===== src/rtl/dsp48a1_pkg.sv =====
// Shared types and OPMODE encodings for the DSP48A1 MAC sequencer.
// OPM_ROUND_M is used only when DSP48A1_MAC_ROUND_EN is defined.
package dsp48a1_pkg;

  // OPMODE[1:0] = X mux, OPMODE[3:2] = Z mux; upper bits stay 0.
  localparam logic [7:0] OPM_LOAD_M  = 8'b0000_0001;
  localparam logic [7:0] OPM_ACC_M   = 8'b0000_1001;
  localparam logic [7:0] OPM_HOLD    = 8'b0000_1000;
  localparam logic [7:0] OPM_ROUND_M = 8'b0000_1101;

  typedef enum logic [1:0] {
    IDLE  = 2'd0,
    RUN   = 2'd1,
    DRAIN = 2'd2,
    DONE  = 2'd3
  } state_t;

  typedef struct packed {
    logic live;
    logic first;
    logic last;
  } slot_tag_t;

  function automatic logic [7:0] slot_opmode(input slot_tag_t tag, input logic round_en);
    logic [7:0] opm;
    if (!tag.live) begin
      opm = OPM_HOLD;
    end else if (tag.first) begin
      opm = round_en ? OPM_ROUND_M : OPM_LOAD_M;
    end else begin
      opm = OPM_ACC_M;
    end
    return opm;
  endfunction

endpackage


===== src/rtl/dsp48a1_tag_pipe.sv =====
// Enable-gated shift register with synchronous clear and async active-low reset.
// Carries slot tags and the delayed OPMODE alongside the DSP pipeline.
module dsp48a1_tag_pipe #(
  parameter int WIDTH = 3,
  parameter int DEPTH = 3
) (
  input  logic             i_clk,
  input  logic             i_rst_n,
  input  logic             i_en,
  input  logic             i_clr,
  input  logic [WIDTH-1:0] i_d,
  output logic [WIDTH-1:0] o_q
);

  if (DEPTH == 0) begin : g_bypass
    assign o_q = i_d;
  end else begin : g_pipe
    logic [WIDTH-1:0] r_stage [DEPTH];

    always_ff @(posedge i_clk or negedge i_rst_n) begin
      if (!i_rst_n) begin
        for (int i = 0; i < DEPTH; i++) r_stage[i] <= '0;
      end else if (i_clr) begin
        for (int i = 0; i < DEPTH; i++) r_stage[i] <= '0;
      end else if (i_en) begin
        r_stage[0] <= i_d;
        for (int i = 1; i < DEPTH; i++) r_stage[i] <= r_stage[i-1];
      end
    end

    assign o_q = r_stage[DEPTH-1];
  end

endmodule


===== src/rtl/dsp48a1_mac_sequencer.sv =====
// Streaming multiply-accumulate controller for one DSP48A1 slice (dot product of len pairs).
// Define DSP48A1_MAC_ROUND_EN to seed the accumulator with a round-half-up constant via C.
module dsp48a1_mac_sequencer
  import dsp48a1_pkg::*;
#(
  parameter int LEN_W     = 10,
  parameter int PIPE_LAT  = 3,
  parameter int OPM_REG   = 1,
  parameter int RND_SHIFT = 17
) (
  input  logic                    CLK,
  input  logic                    RST_N,
  input  logic                    start,
  input  logic [LEN_W-1:0]        len,
  input  logic                    abort,
  output logic                    busy,
  input  logic                    in_valid,
  output logic                    in_ready,
  input  logic signed [17:0]      in_a,
  input  logic signed [17:0]      in_b,
  output logic                    res_valid,
  input  logic                    res_ready,
  output logic [47:0]             res_p,
  output logic                    res_cout,
  output logic signed [17:0]      dsp_a,
  output logic signed [17:0]      dsp_b,
  output logic [47:0]             dsp_c,
  output logic [17:0]             dsp_d,
  output logic [7:0]              dsp_opmode,
  output logic                    dsp_ce,
  output logic                    dsp_rst,
  input  logic [47:0]             dsp_p,
  input  logic                    dsp_carryout
);

  localparam int          OPM_DLY   = PIPE_LAT - 1 - OPM_REG;
  localparam logic [47:0] RND_CONST = 48'd1 << (RND_SHIFT - 1);
`ifdef DSP48A1_MAC_ROUND_EN
  localparam logic        ROUND_EN  = 1'b1;
`else
  localparam logic        ROUND_EN  = 1'b0;
`endif
  localparam logic [47:0] C_INIT    = ROUND_EN ? RND_CONST : 48'd0;

  state_t           r_state, w_state_nxt;
  logic [LEN_W-1:0] r_remaining;
  logic             r_first;
  logic [47:0]      r_res_p, r_dsp_c;
  logic             r_res_cout, r_dsp_rst, r_dsp_ce;

  logic             w_abort, w_slot, w_accept, w_last_accept, w_start_idle, w_drain_hit;
  logic             w_unused_first;
  slot_tag_t        w_tag_in, w_tag_out;
  logic [7:0]       w_opm_in, w_opm_out;

  assign w_abort       = abort && (r_state != IDLE);
  assign w_start_idle  = start && (r_state == IDLE);
  assign w_slot        = (r_state == RUN) || (r_state == DRAIN);
  assign w_accept      = in_valid && (r_state == RUN);
  assign w_last_accept = w_accept && (r_remaining == LEN_W'(1));

  assign w_tag_in       = '{live: w_accept, first: w_accept && r_first, last: w_last_accept};
  assign w_opm_in       = slot_opmode(w_tag_in, ROUND_EN);
  assign w_drain_hit    = (r_state == DRAIN) && w_tag_out.live && w_tag_out.last;
  assign w_unused_first = w_tag_out.first;

  // Tag travels with the slot; it reaches the end exactly when P holds that slot's sum.
  dsp48a1_tag_pipe #(
    .WIDTH ($bits(slot_tag_t)),
    .DEPTH (PIPE_LAT)
  ) u_tag_pipe (
    .i_clk   (CLK),
    .i_rst_n (RST_N),
    .i_en    (w_slot),
    .i_clr   (w_abort || w_start_idle),
    .i_d     (w_tag_in),
    .o_q     (w_tag_out)
  );

  // OPMODE only advances on issued slots, so it holds P while idle or waiting on the result.
  dsp48a1_tag_pipe #(
    .WIDTH (8),
    .DEPTH (OPM_DLY)
  ) u_opm_pipe (
    .i_clk   (CLK),
    .i_rst_n (RST_N),
    .i_en    (w_slot),
    .i_clr   (w_abort),
    .i_d     (w_opm_in),
    .o_q     (w_opm_out)
  );

  always_ff @(posedge CLK or negedge RST_N) begin
    if (!RST_N) r_state <= IDLE;
    else        r_state <= w_state_nxt;
  end

  always_comb begin
    w_state_nxt = r_state;
    if (w_abort) begin
      w_state_nxt = IDLE;
    end else begin
      unique case (r_state)
        IDLE:    if (start) w_state_nxt = (len == '0) ? DONE : RUN;
        RUN:     if (w_last_accept) w_state_nxt = DRAIN;
        DRAIN:   if (w_drain_hit) w_state_nxt = DONE;
        DONE:    if (res_ready) w_state_nxt = IDLE;
        default: w_state_nxt = IDLE;
      endcase
    end
  end

  always_comb begin
    busy      = (r_state != IDLE);
    in_ready  = (r_state == RUN);
    res_valid = (r_state == DONE);
  end

  always_ff @(posedge CLK or negedge RST_N) begin
    if (!RST_N) begin
      r_remaining <= '0;
      r_first     <= 1'b0;
      r_res_p     <= '0;
      r_res_cout  <= 1'b0;
      r_dsp_rst   <= 1'b1;
      r_dsp_ce    <= 1'b0;
      r_dsp_c     <= '0;
    end else begin
      r_dsp_ce  <= 1'b1;
      r_dsp_c   <= C_INIT;
      r_dsp_rst <= w_abort;
      if (w_start_idle) begin
        r_remaining <= len;
        r_first     <= 1'b1;
        if (len == '0) begin
          r_res_p    <= C_INIT;
          r_res_cout <= 1'b0;
        end
      end else if (w_accept) begin
        r_remaining <= r_remaining - LEN_W'(1);
        r_first     <= 1'b0;
      end
      if (w_drain_hit && !w_abort) begin
        r_res_p    <= dsp_p;
        r_res_cout <= dsp_carryout;
      end
    end
  end

  assign dsp_a      = w_accept ? in_a : '0;
  assign dsp_b      = w_accept ? in_b : '0;
  assign dsp_c      = r_dsp_c;
  assign dsp_d      = '0;
  assign dsp_opmode = w_opm_out;
  assign dsp_ce     = r_dsp_ce;
  assign dsp_rst    = r_dsp_rst;
  assign res_p      = r_res_p;
  assign res_cout   = r_res_cout;

endmodule


===== config.mk =====
export PLATFORM = sky130hd
export DESIGN_NAME = dsp48a1_mac_sequencer
export DESIGN_NICKNAME = d
export VERILOG_FILES = /design/src/rtl/dsp48a1_pkg.sv /design/src/rtl/dsp48a1_tag_pipe.sv /design/src/rtl/dsp48a1_mac_sequencer.sv
export SDC_FILE = /design/constraint.sdc
export NUM_CORES = 1
export LEC_CHECK = 0
export CORE_MARGIN = 4
export CORE_UTILIZATION = 38
export CTS_CLUSTER_SIZE = 12
export DETAILED_ROUTE_END_ITERATION = 10
export PLACE_DENSITY_LB_ADDON = 0.15
export SLEW_MARGIN = 15
export SYNTH_ARGS = -nofsm -noshare
export SYNTH_HDL_FRONTEND = slang
export SYNTH_HIERARCHICAL = 1
export SYNTH_SLANG_ARGS = --single-unit

===== constraint.sdc =====
create_clock -name CLK -period 2.08 [get_ports CLK]
set_input_delay 0.208 -clock CLK [delete_from_list [all_inputs] [get_ports CLK]]
set_output_delay 0.208 -clock CLK [all_outputs]
set_load 0.03 [all_outputs]

# ---- After elaboration in Yosys (flattened, before gate mapping)
# Index checks and enable logic that the tools add are counted.
dict set report op_classes {
  add_sub_neg 1
  n_eq_ne 8
  reduce_logical 21
  n_mux 25
}
# op count
set ops {}
lappend ops {{$mux W48} 3}
lappend ops {{$mux W18} 2}
lappend ops {{$mux W8} 3}
lappend ops {{$mux W10} 2}
lappend ops {{$mux W9} 2}
lappend ops {{$mux W2} 6}
lappend ops {{$reduce_bool A2 Y1} 6}
lappend ops {{$eq A10 B1 Y1 const B} 1}
lappend ops {{$logic_not A10 Y1} 1}
lappend ops {{$sub A10 B1 Y10 const B} 1}
lappend ops {{$logic_and A1 B1 Y1} 8}
lappend ops {{$pmux W2 S4} 1}
lappend ops {{$ne A3 B1 Y1 const B} 2}
lappend ops {{$ne A3 B3 Y1 const B} 2}
lappend ops {{$mux W1} 5}
lappend ops {{$eq A2 B2 Y1 const B} 2}
lappend ops {{$mux W4} 1}
lappend ops {{$reduce_and A4 Y1} 1}
lappend ops {{$eq A2 B1 Y1 const B} 1}
lappend ops {{$logic_not A2 Y1} 1}
lappend ops {{$logic_or A1 B1 Y1} 2}
lappend ops {{$reduce_and A2 Y1} 1}
lappend ops {{$logic_not A1 Y1} 1}
dict set report totals {
  inputBits 101
  out_inout_bits 164
  reg_bits 81
}

# ---- Depth between registers and ports, before layout
dict set report logic_depth {
  depth_word 7
  ltp_mapped 9
}

# ---- Modules after synthesis
# The synthesis kept the hierarchy.
# mod seq_area_each_um2 area_per_inst_um2 cells_per_inst n_inst
set modules_own_cells {}
lappend modules_own_cells {dsp48a1_mac_sequencer 1602.8 3604.7 426 1}
lappend modules_own_cells {{dsp48a1_tag_pipe at u_tag_pipe} 225.2 386.6 32 1}
lappend modules_own_cells {{dsp48a1_tag_pipe at u_opm_pipe} 200.2 325.3 26 1}

# ---- Worst setup path after synthesis
# Ideal clock, no wire load.
dict set report synth_path {
  path_type {register -> output}
  from {reg r_state[1]}
  to {out dsp_a[10]}
  path_slack_ns 0.215
  required_time_ns 1.872
  arrival_time_ns 1.657
  path_buffers 2
  path_stages_with_launch 6
  cell_sequence {dfrtp_1 -> inv_1 -> ha_1 -> clkbuf_1 -> clkbuf_1 -> and3_1}
}
dict set report synth_via {
  elab_chain_len 3
}
# item line_no
set synth_lines {}
lappend synth_lines {{from (decl)} dsp48a1_mac_sequencer.sv:45} ;# state_t r_state, w_state_nxt;
lappend synth_lines {{from (signal assigned)} dsp48a1_mac_sequencer.sv:95} ;# else r_state <= w_state_nxt;
lappend synth_lines {{$eq A2 B1 Y1} n/a}
lappend synth_lines {{net in_ready} dsp48a1_mac_sequencer.sv:18} ;# output logic in_ready,
lappend synth_lines {{$logic_and A1 B1 Y1} dsp48a1_mac_sequencer.sv:59} ;# assign w_accept = in_valid && (r_state == RUN);
lappend synth_lines {{$mux W18} dsp48a1_mac_sequencer.sv:150} ;# assign dsp_a = w_accept ? in_a : '0;
lappend synth_lines {{to (decl)} dsp48a1_mac_sequencer.sv:25} ;# output logic signed [17:0] dsp_a,
# The timed path passes the listed nets, and every way through them passes these cells.

# ---- Worst setup path in the final report
dict set report layout_path {
  from {reg r_state[1]}
  to {out dsp_b[0]}
}
dict set report layout_via {
  elab_chain_len 3
}
# item line_no
set layout_lines {}
lappend layout_lines {{$eq A2 B1 Y1} dsp48a1_mac_sequencer.sv:59}
lappend layout_lines {{$logic_and A1 B1 Y1} dsp48a1_mac_sequencer.sv:59}
lappend layout_lines {{$mux W18} dsp48a1_mac_sequencer.sv:151} ;# assign dsp_b = w_accept ? in_b : '0;
lappend layout_lines {{to (decl)} dsp48a1_mac_sequencer.sv:26} ;# output logic signed [17:0] dsp_b,
# Every way passes these cells.

==> impl_results.md <==
- Row cnt: 38
- Final Worst Setup Slack: 0.143 ns
- Setup Skew: 0.0129 ns
- Max-Cap Viols: 0
- Mapped cell area: about 4200 um2
- TritonCTS clock tree: built
- Final Non-Filler Cells: 812
- Fin. Hold Viols: 0
- Critical path class: register to output port
- Met3 wire len: 757 um
- Least-Margin Pin Slew: between 0.5 and 0.6 ns
- Drt pass-1 iters: 4
- Tcrit/Tclk final: 0.931
- Top layer in use: met4
- Finish-stage setup viols: 0
- Worst EP arrival: 1.73 ns
- Post-Route WL: 11,900 um
- YS warnings: 6
- Final layout net count: 774
- Deepest clock path buffer count: 2
- Initial detailed-routing violation count: 204
- CP Data Required Time: around 1.9 ns
- Die Area: 12,800 um2
- WL/cell: 14.6 um
- First-pass GRT wire length: between 15,000 and 20,000 um
- CP max stage delay: about 0.40 ns
- Synth-to-Final Area Change: 49.0%
- Avg Vias per Cell: 4.48
- CTS H-tree depth: 3
- DRC viols: 0
- Die Y: 113 um
- # diodes: 0
- Total grt overflow: 0
- Layout filler cell count: 1,009
- Vias after detailed routing: 3,635
- Gate Count Post-Synth: 473
- Outcome: finished clean
- Initial antenna violation count: 0
- Reg clk slew, reported paths: 0.08 ns
- Setup TNS: 0 ns
- Skew-Pair Late Insertion Delay: 0.34 ns
- Worst-path fanout max: 40
- Tot GR Track Use: 0.179
- Starting Density: 0.388
- WP buf/inv: 3
- Vias in the first global route: 3,551
- Worst path cell trace: inv_1 -> ha_1 -> buf_4 -> and3_1 -> buf_12
- Placed insts: 795
- Most frequent cells in the layout: clkdlybuf4s50_1, nand2_1, dfrtp_1, conb_1, o21ai_0
- Minimum clock period: 1.94 ns
- I/O Buffers: 198
- Clock power frac: 0.184
- Slowest CP cell: dfrtp_1
- Routed wl met2: just under 6000 um
- Leading cell type in the layout, fill and taps excluded: clkdlybuf4s50_1
- Worst Setup End Kind: output port
- Largest net degree at the start of global routing: 50
- Power Internal: ~3.2 mW
- Fmax: 516 MHz
- Pwr Density: about 850 nW/um2
- Die Width: between 100 and 150 um
- CP startpoint kind: register
- ANT nets after route: 0
- Dpl hpwl: about 9100 um
- Reg power frac: 0.360
- GPL Wtd Cong: 0.787
- Hold crit path type: input port to async pin
- Pins Over Slew Limit: 0
- Worst VDD drop: 0.000740 V
- Logic pwr share: 0.456
- Leak: 2.93 nW
- Layout cells sized above 1: 0.104
- Worst slew margin: 0.624
- Synth Area per Inst: 8.86 um2
- TritonCTS buffer count: 9
- Num ports: 265
- Core Area: approximately 11,000 um2
- Clk sinks: 78
- Switching pwr: 2.14 mW
- Reg2reg start: r_state[0]$_DFFE_PN0P_
- Placement Setup Slack: 0.0740 ns
- Crit-path leading delay family: buffers and inverters
- Critical path origin: r_state[1]$_DFFE_PN0P_
- Routed met1 length: between 5000 and 6000 um
- Switching power share of the total: 0.402
- RSZ-0062 raised after global routing: false
- Root Driver: clkbuf_8
registers in the layout (all words and copies together), names as in the netlist:
signal,count
u_opm_pipe/o_q,8
dsp_rst,1
res_p,48
r_remaining,10
dsp_ce,1
u_tag_pipe/o_q,2
u_tag_pipe/g_pipe.r_stage,4
r_first,1
res_cout,1
r_state,2
worst register-to-register path, stage by stage, from the launching register on:
cell	delay, ns
dfrtp_1	0.42
inv_1	0.09
ha_1	0.26
nand2b_2	0.19
inv_2	0.13
nor3b_4	0.25
buf_12	0.25
nand2_1	0.10
o21ai_0	0.08
per-stage QoR:
step,total power [mW],util,cell area [um2],hold WS [ns]
floorplan,3.59,-,4460,-0.0876
global placement,4.34,0.562,6070,0.237
detailed placement,4.36,0.562,6070,0.240
CTS,5.36,0.578,6240,0.376
global route,5.63,0.578,6240,0.396
finish,5.31,0.578,6240,0.388
final timing paths:
path,endpoint,slack (ns),depth (start not counted)
setup / recovery,dsp_b[0],0.14,5
hold / removal,res_p[45]$_DFFE_PN0P_,0.39,2
setup reg to reg,res_p[6]$_DFFE_PN0P_,0.23,8
hold reg to reg,r_first$_DFFE_PN0P_,0.49,1
max in group asynchronous,res_p[16]$_DFFE_PN0P_,1.10,3
min in group CLK,res_p[46]$_DFFE_PN0P_,0.39,3
power groups by stage:
stage	registers [mW]	logic, mW	clock network [mW]
floorplan	2.05	1.54	0
global placement	1.93	2.41	0
detailed placement	1.93	2.43	0
CTS	1.91	2.44	1.02
global route	1.94	2.61	1.07
finish	1.91	2.42	0.978
timing repair:
action | CTS | global route
hold buffers | 1 | 0
resized for setup | 1 | 0
setup buffers | 0 | 0
endpoints found under the setup margin | 1 | 0
endpoints found under the hold margin | 41 | 0
per-layer routing:
layer / global-route usage / vias to the layer above
met4: 0.0441 / 0
met1: 0.243 / 1728
met2: 0.289 / 114
met5: 0 / -
li1: - / 1787
met3: 0.0449 / 6
area by class of cell:
| cell class | count | area, um2 | share of cell area |
|---|---|---|---|
| multi-input combinational | 362 | 1820 | 0.291 |
| tap | 140 | 175 | 0.0281 |
| clock inverter | 6 | 36.3 | 0.00581 |
| inverter | 7 | 26.3 | 0.00421 |
| timing repair buffer | 209 | 2110 | 0.338 |
| sequential | 78 | 1950 | 0.313 |
| clock buffer | 10 | 128 | 0.0204 |
(Power assumes the default switching activity.)
